File: src/rtl/cpu6_shftseq.sv
// cpu6_shftseq: iterative one-bit-per-clock shifter for the execute stage.
// Holds the pipeline with stall until the shift completes, then raises done
// for a single cycle with the shifted value on result.
module cpu6_shftseq #(
    parameter int XLEN    = 32,
    parameter int SHAMT_W = 5
) (
    input  logic               clk,
    input  logic               resetn,
    input  logic               shft_en,
    input  logic               shft_lr,
    input  logic               shft_la,
    input  logic [XLEN-1:0]    src,
    input  logic [SHAMT_W-1:0] shamt,
    input  logic               flush,
    output logic               stall,
    output logic               done,
    output logic [XLEN-1:0]    result
);

    typedef enum logic [1:0] {
        IDLE = 2'd0,
        RUN  = 2'd1,
        DONE = 2'd2
    } state_t;

    state_t             state, state_nxt;
    logic [XLEN-1:0]    data, data_nxt;
    logic [SHAMT_W-1:0] cnt, cnt_nxt;
    logic               lr, lr_nxt;
    logic               la, la_nxt;

    // State and datapath registers; reset dominates everything else.
    always_ff @(posedge clk) begin
        if (!resetn) begin
            state <= IDLE;
            data  <= '0;
            cnt   <= '0;
            lr    <= 1'b0;
            la    <= 1'b0;
        end else begin
            state <= state_nxt;
            data  <= data_nxt;
            cnt   <= cnt_nxt;
            lr    <= lr_nxt;
            la    <= la_nxt;
        end
    end

    // Next-state and datapath update; flush overrides any transition.
    always_comb begin
        state_nxt = state;
        data_nxt  = data;
        cnt_nxt   = cnt;
        lr_nxt    = lr;
        la_nxt    = la;
        case (state)
            IDLE: begin
                // Operands are captured only here; later input changes are ignored.
                if (shft_en && !flush) begin
                    data_nxt  = src;
                    cnt_nxt   = shamt;
                    lr_nxt    = shft_lr;
                    la_nxt    = shft_la;
                    state_nxt = (shamt == '0) ? DONE : RUN;
                end
            end
            RUN: begin
                if (lr)
                    // Arithmetic fill only applies to right shifts.
                    data_nxt = {la & data[XLEN-1], data[XLEN-1:1]};
                else
                    data_nxt = {data[XLEN-2:0], 1'b0};
                cnt_nxt = cnt - SHAMT_W'(1);
                if (cnt == SHAMT_W'(1))
                    state_nxt = DONE;
            end
            DONE: begin
                // Always drop back to IDLE even though shft_en is still high,
                // so the same instruction is never shifted twice.
                state_nxt = IDLE;
            end
            default: state_nxt = IDLE;
        endcase
        if (flush)
            state_nxt = IDLE;
    end

    assign done   = (state == DONE);
    assign stall  = shft_en & ~done;
    assign result = data;

endmodule

File: config.mk
export PLATFORM = sky130hd
export DESIGN_NAME = cpu6_shftseq
export DESIGN_NICKNAME = d
export VERILOG_FILES = /design/src/rtl/cpu6_shftseq.sv
export SDC_FILE = /design/constraint.sdc
export NUM_CORES = 1
export LEC_CHECK = 0
export BUFFER_PORTS_ARGS = -buffer_cell sky130_fd_sc_hd__clkbuf_2
export CORE_UTILIZATION = 50
export CTS_BUF_LIST = sky130_fd_sc_hd__clkbuf_4 sky130_fd_sc_hd__clkbuf_8 sky130_fd_sc_hd__clkbuf_16
export CTS_CLUSTER_DIAMETER = 200
export DETAILED_ROUTE_END_ITERATION = 6
export GPL_TIMING_DRIVEN = 0
export PLACE_DENSITY_LB_ADDON = 0.08
export RECOVER_POWER = 50
export SLEW_MARGIN = 20
export SYNTH_ARGS = -nofsm -noshare
export SYNTH_HDL_FRONTEND = slang
export SYNTH_SLANG_ARGS = --single-unit
File: constraint.sdc
create_clock -name clk -period 1.8 [get_ports clk]
set_input_delay 0.18 -clock clk [delete_from_list [all_inputs] [get_ports clk]]
set_output_delay 0.18 -clock clk [all_outputs]
set_load 0.005 [all_outputs]
# == After elaboration in Yosys (flattened, before gate mapping) ==
# Index checks and enable logic that the tools add are counted.
# word_totals
ff_bits,41
inputBits,43
output_inout_bits,34
word_cells,33
# classes
add_sub_neg,1
eq_ne,5
mux,9
bitwise_logic,4
n_reduce_logical,9
# ops
op,count
32-bit two-way mux,2
32-bit case mux with 2 select lines,1
5-bit case mux with 2 select lines,1
2-bit two-way mux,3
2-bit AND reduction,3
"5-bit by 1-bit == test with 1-bit output, second input constant",1
5-bit zero test,1
5-bit two-way mux,1
"5-bit by 1-bit subtractor with 5-bit output, second input constant",1
"2-bit inequality test, second input constant",2
2-bit case mux with 2 select lines,1
1-bit bitwise AND,2
"2-bit by 1-bit == test with 1-bit output, second input constant",1
"2-bit == test, second input constant",1
2-bit zero test,1
1-bit inverter,2
2-bit nonzero test,1
2-bit OR reduction,1
1-bit logical AND,1
1-bit zero test,1

# == Longest topological paths before layout ==
# depth
ltp_word,4
ltp_mapped,6
ltp_nobuf,5

# == Worst setup path after synthesis ==
# Ideal clock, no wire load.
# synth_timing
kind,register -> register
from,reg state[0]
to,reg data[10] (netlist: result[10])
setup_ns,0.137
arrival_time_ns,1.326
path_slack_ns,0.337
path_stages_with_launch,7
period_less_slack_ns,1.463
path_cell_list,dfxtp_1 > buf_6 > or4b_4 > buf_6 > buf_6 > nand2_1 > a31oi_1
# synth_between
elab_chain_len,3
elab_cells_between_ends,6
cone_classes,eq/ne: 2; mux: 1; reduce/logical: 3
# synth_rtl
element,line,source
"start, declared",27,"state_t state, state_nxt;"
"start signal, assigned",42,state <= state_nxt;
2-bit by 1-bit == test with 1-bit output or 2-bit zero test (tied branches),57,case (state)
2-bit nonzero test (no source line) or 2-bit inequality test (tied branches),-,
2-bit AND reduction (no source line),-,
"end signal, assigned",43,data <= data_nxt;
"end, declared",28,"logic [XLEN-1:0] data, data_nxt;"
# Several ways; a longest one is shown, not always the timed one.
# A chain may end at the register's enable or synchronous reset.

# == Worst setup path after layout ==
# layout_timing
from,reg state[1]
to,reg data[14] (netlist: result[14])
# Same word-level chain as after synthesis.

==> flow_summary.ini <==
[status]
status = completed

[clocking]
clockBufferDepth = 2
holdBufCountCts = 0
cts_tree = done
cts_resized = 0
cts_made_buffers = 5
clk_pin_slew_ns = 0.08
root_buffer = clkbuf_8
clk_latency_ns = 0.29
post-cts-setup-buffer-count = 0
numClockSinks = 41
htree_levels = 2

[worst_setup_path]
worstRegToRegCells = 5
required_ns = 1.95
cp_top_family = buffers and inverters
reg2reg_slack_ns = 0.16
crit_top_cell = buf_2
timing.critical_path.buf_inv = 3
reg2reg_from = state[1]$_SDFFE_PP0P_
r2r_end = result[14]$_SDFFE_PN0P_
crit_fanout = 10
start_kind = register
crit_path_max_incr_delay_ns = 0.44
startpoint = state[1]$_SDFFE_PP0P_
cp_slowest_cell = dfxtp_1
worstPathCellList = nand2b_1 -> buf_2 -> buf_2 -> clkbuf_1 -> a31oi_1
cp-end-kind = register
arrival_ns = 1.79
critPathKind = register to register

[hold_path]
hold_depth = 3
holdCritPathClass = input pin to register
hp-start = shft_la
hold_end = la$_SDFFE_PN0P_

[finish]
final_nets = 404
fill_cells = 406
final_cell_mix = nand2_1 (69), clkbuf_2 (56), dfxtp_1 (41), a31oi_1 (34), clkbuf_1 (32)
diodes = 0
final_common_cell = nand2_1
drive_gt1_share_pct = 23.33
syn2layout_area_growth_pct = 24.08
regArea_um2 = 820.8
multi_input_area_um2 = 1256

[detailed_routing]
vias_per_cell = 5.412
drt-pass1-iter-count = 4
drt-initial-drc-count = 151
drc_errors = 0
wl_per_cell_um = 13.45
ant_nets = 0
vias = 2219
totalWireLength_mm = 5.514

[timing]
fin_crit_ns = 1.642
relSlewSlack_pct = 68.04
worst_slew_pin_slew_ns = 0.4794
setup_viol = 0
whs_ns = 0.1004
fin_crit_sh_pct = 91.24
final_hold_viol_count = 0
rsz0062_at_grt = false
finClkSkew_ns = 0.004448
max_freq_mhz = 608.9
finalSetupTns_ns = 0
final.setup.worst_slack_ns = 0.1577
final-max-slew-violation-count = 0

[die]
dieWidth_um = 68.85
die_h_um = 68.85
initial_utilization_pct = 53.93
io_pins = 77
fp.coreArea_um2 = 4144
dieArea_um2 = 4740
row_count = 23

[global_route]
grt_overflow = 0
grt_max_degree = 13
grt_pass1_wl_mm = 8.825
grt_antenna_before_repair = 0
grt_pass1_vias = 1998
grt.total_usage_pct = 24.87

[logic_synthesis]
synth_cell_types = 36
synth_fp_nets = 321
ys_warn_count = 0
synth_seq_area_share_pct = 36.73
synthArstFlopShare_pct = 0
synth.cell_area_um2 = 2235
synth_edf_count = 0
synthCells = 276
synth_flop_cell = dfxtp_1
avgSynthCellArea_um2 = 8.097
netlist.area_leader.share_pct = 36.73
synth-seq-cells = 41
synthTopCellsByArea = dfxtp_1 (37%), mux2_1 (13%), nand2_1 (12%)
synth_top_area_cell = dfxtp_1

[placement]
gp_congestion = 0.8714
pre_cts_ws_ns = 0.1709
portBuffers = 76
hpwlAfterDp_mm = 3.989

[power_and_ir_drop]
p_per_area_nw_per_um2 = 789.7
cellLeakagePower_nw = 1.176
peakVddDrop_mv = 0.4782
total_power_mw = 2.190

[flow_run]
max_cap_viol_count = 0
[worst max path at each step]
stage	to	slack [ns]	depth (start not counted)
finish	result[14]$_SDFFE_PN0P_	0.16	5
CTS	result[28]$_SDFFE_PN0P_	0.16	5
detailed placement	result[28]$_SDFFE_PN0P_	0.17	5
floorplan	result[10]$_SDFFE_PN0P_	0.34	6
global placement	result[29]$_SDFFE_PN0P_	0.15	5
global route	result[24]$_SDFFE_PN0P_	0.01	5
[power breakdown]
part / switching, mW / internal [mW] / leakage, nW
Combinational: 0.196 / 0.185 / 0.778
Clock: 0.311 / 0.467 / 0.0619
Sequential: 0.0592 / 0.971 / 0.336
Total: 0.566 / 1.62 / 1.18
[per-stage QoR]
step                      std cells  cell area (um^2)  utilization, %
final                           410              2773           66.91
after global routing            410              2773           66.91
after CTS                       410              2798           67.51
after detailed placement        402              2678           64.61
after global placement          402              2678           64.61
after floorplan                 276              2235               -
[per-layer routing]
layer	part of all wire, %	GRT usage, %
met1	47	31.21
met2	47	41.50
met3	4.7	5.099
met4	1.2	9.439
met5	0	0
[Yosys cell counts (all sizes together) (3+ instances only)]
master	instances
a31oi	34
a21oi	6
inv	6
nor2	3
nor2b	4
dfxtp	41
o21ai	32
nand3	4
buf	12
mux2	30
clkbuf	12
nand2	69
[cells by family after synthesis]
logic type / after synthesis / share of synthesized area [%]
muxes: 30 / 15.12
AOI/OAI and AO/OA: 82 / 21.84
buffers and inverters: 30 / 7.054
DFF: 41 / 36.73
adders and majority gates: 2 / 1.120
and+or+nand+nor: 91 / 18.14
[sequential cells by signal (all words and copies together) (netlist names)]
name and cells:
cnt 5, result 32, la 1, lr 1
state 2
[final cells by class]
cell class / count / share of cell area (%)
tap: 50 / 2.256
timing repair buffer: 76 / 12.82
clock buffer: 7 / 3.249
buffer: 24 / 4.874
multi-input combinational: 205 / 45.31
inverter: 6 / 0.8123
sequential: 41 / 29.60
clock inverter: 1 / 1.083
[worst reg2reg max path, delay by kind of cell (launching register included)]
| kind | cells | cell delay (ns) |
|---|---|---|
| flops | 1 | 0.44 |
| buf+inv | 3 | 0.78 |
| compound gates | 1 | 0.16 |
| simple gates | 1 | 0.13 |
No activity file was read; power rests on OpenSTA's default activity.
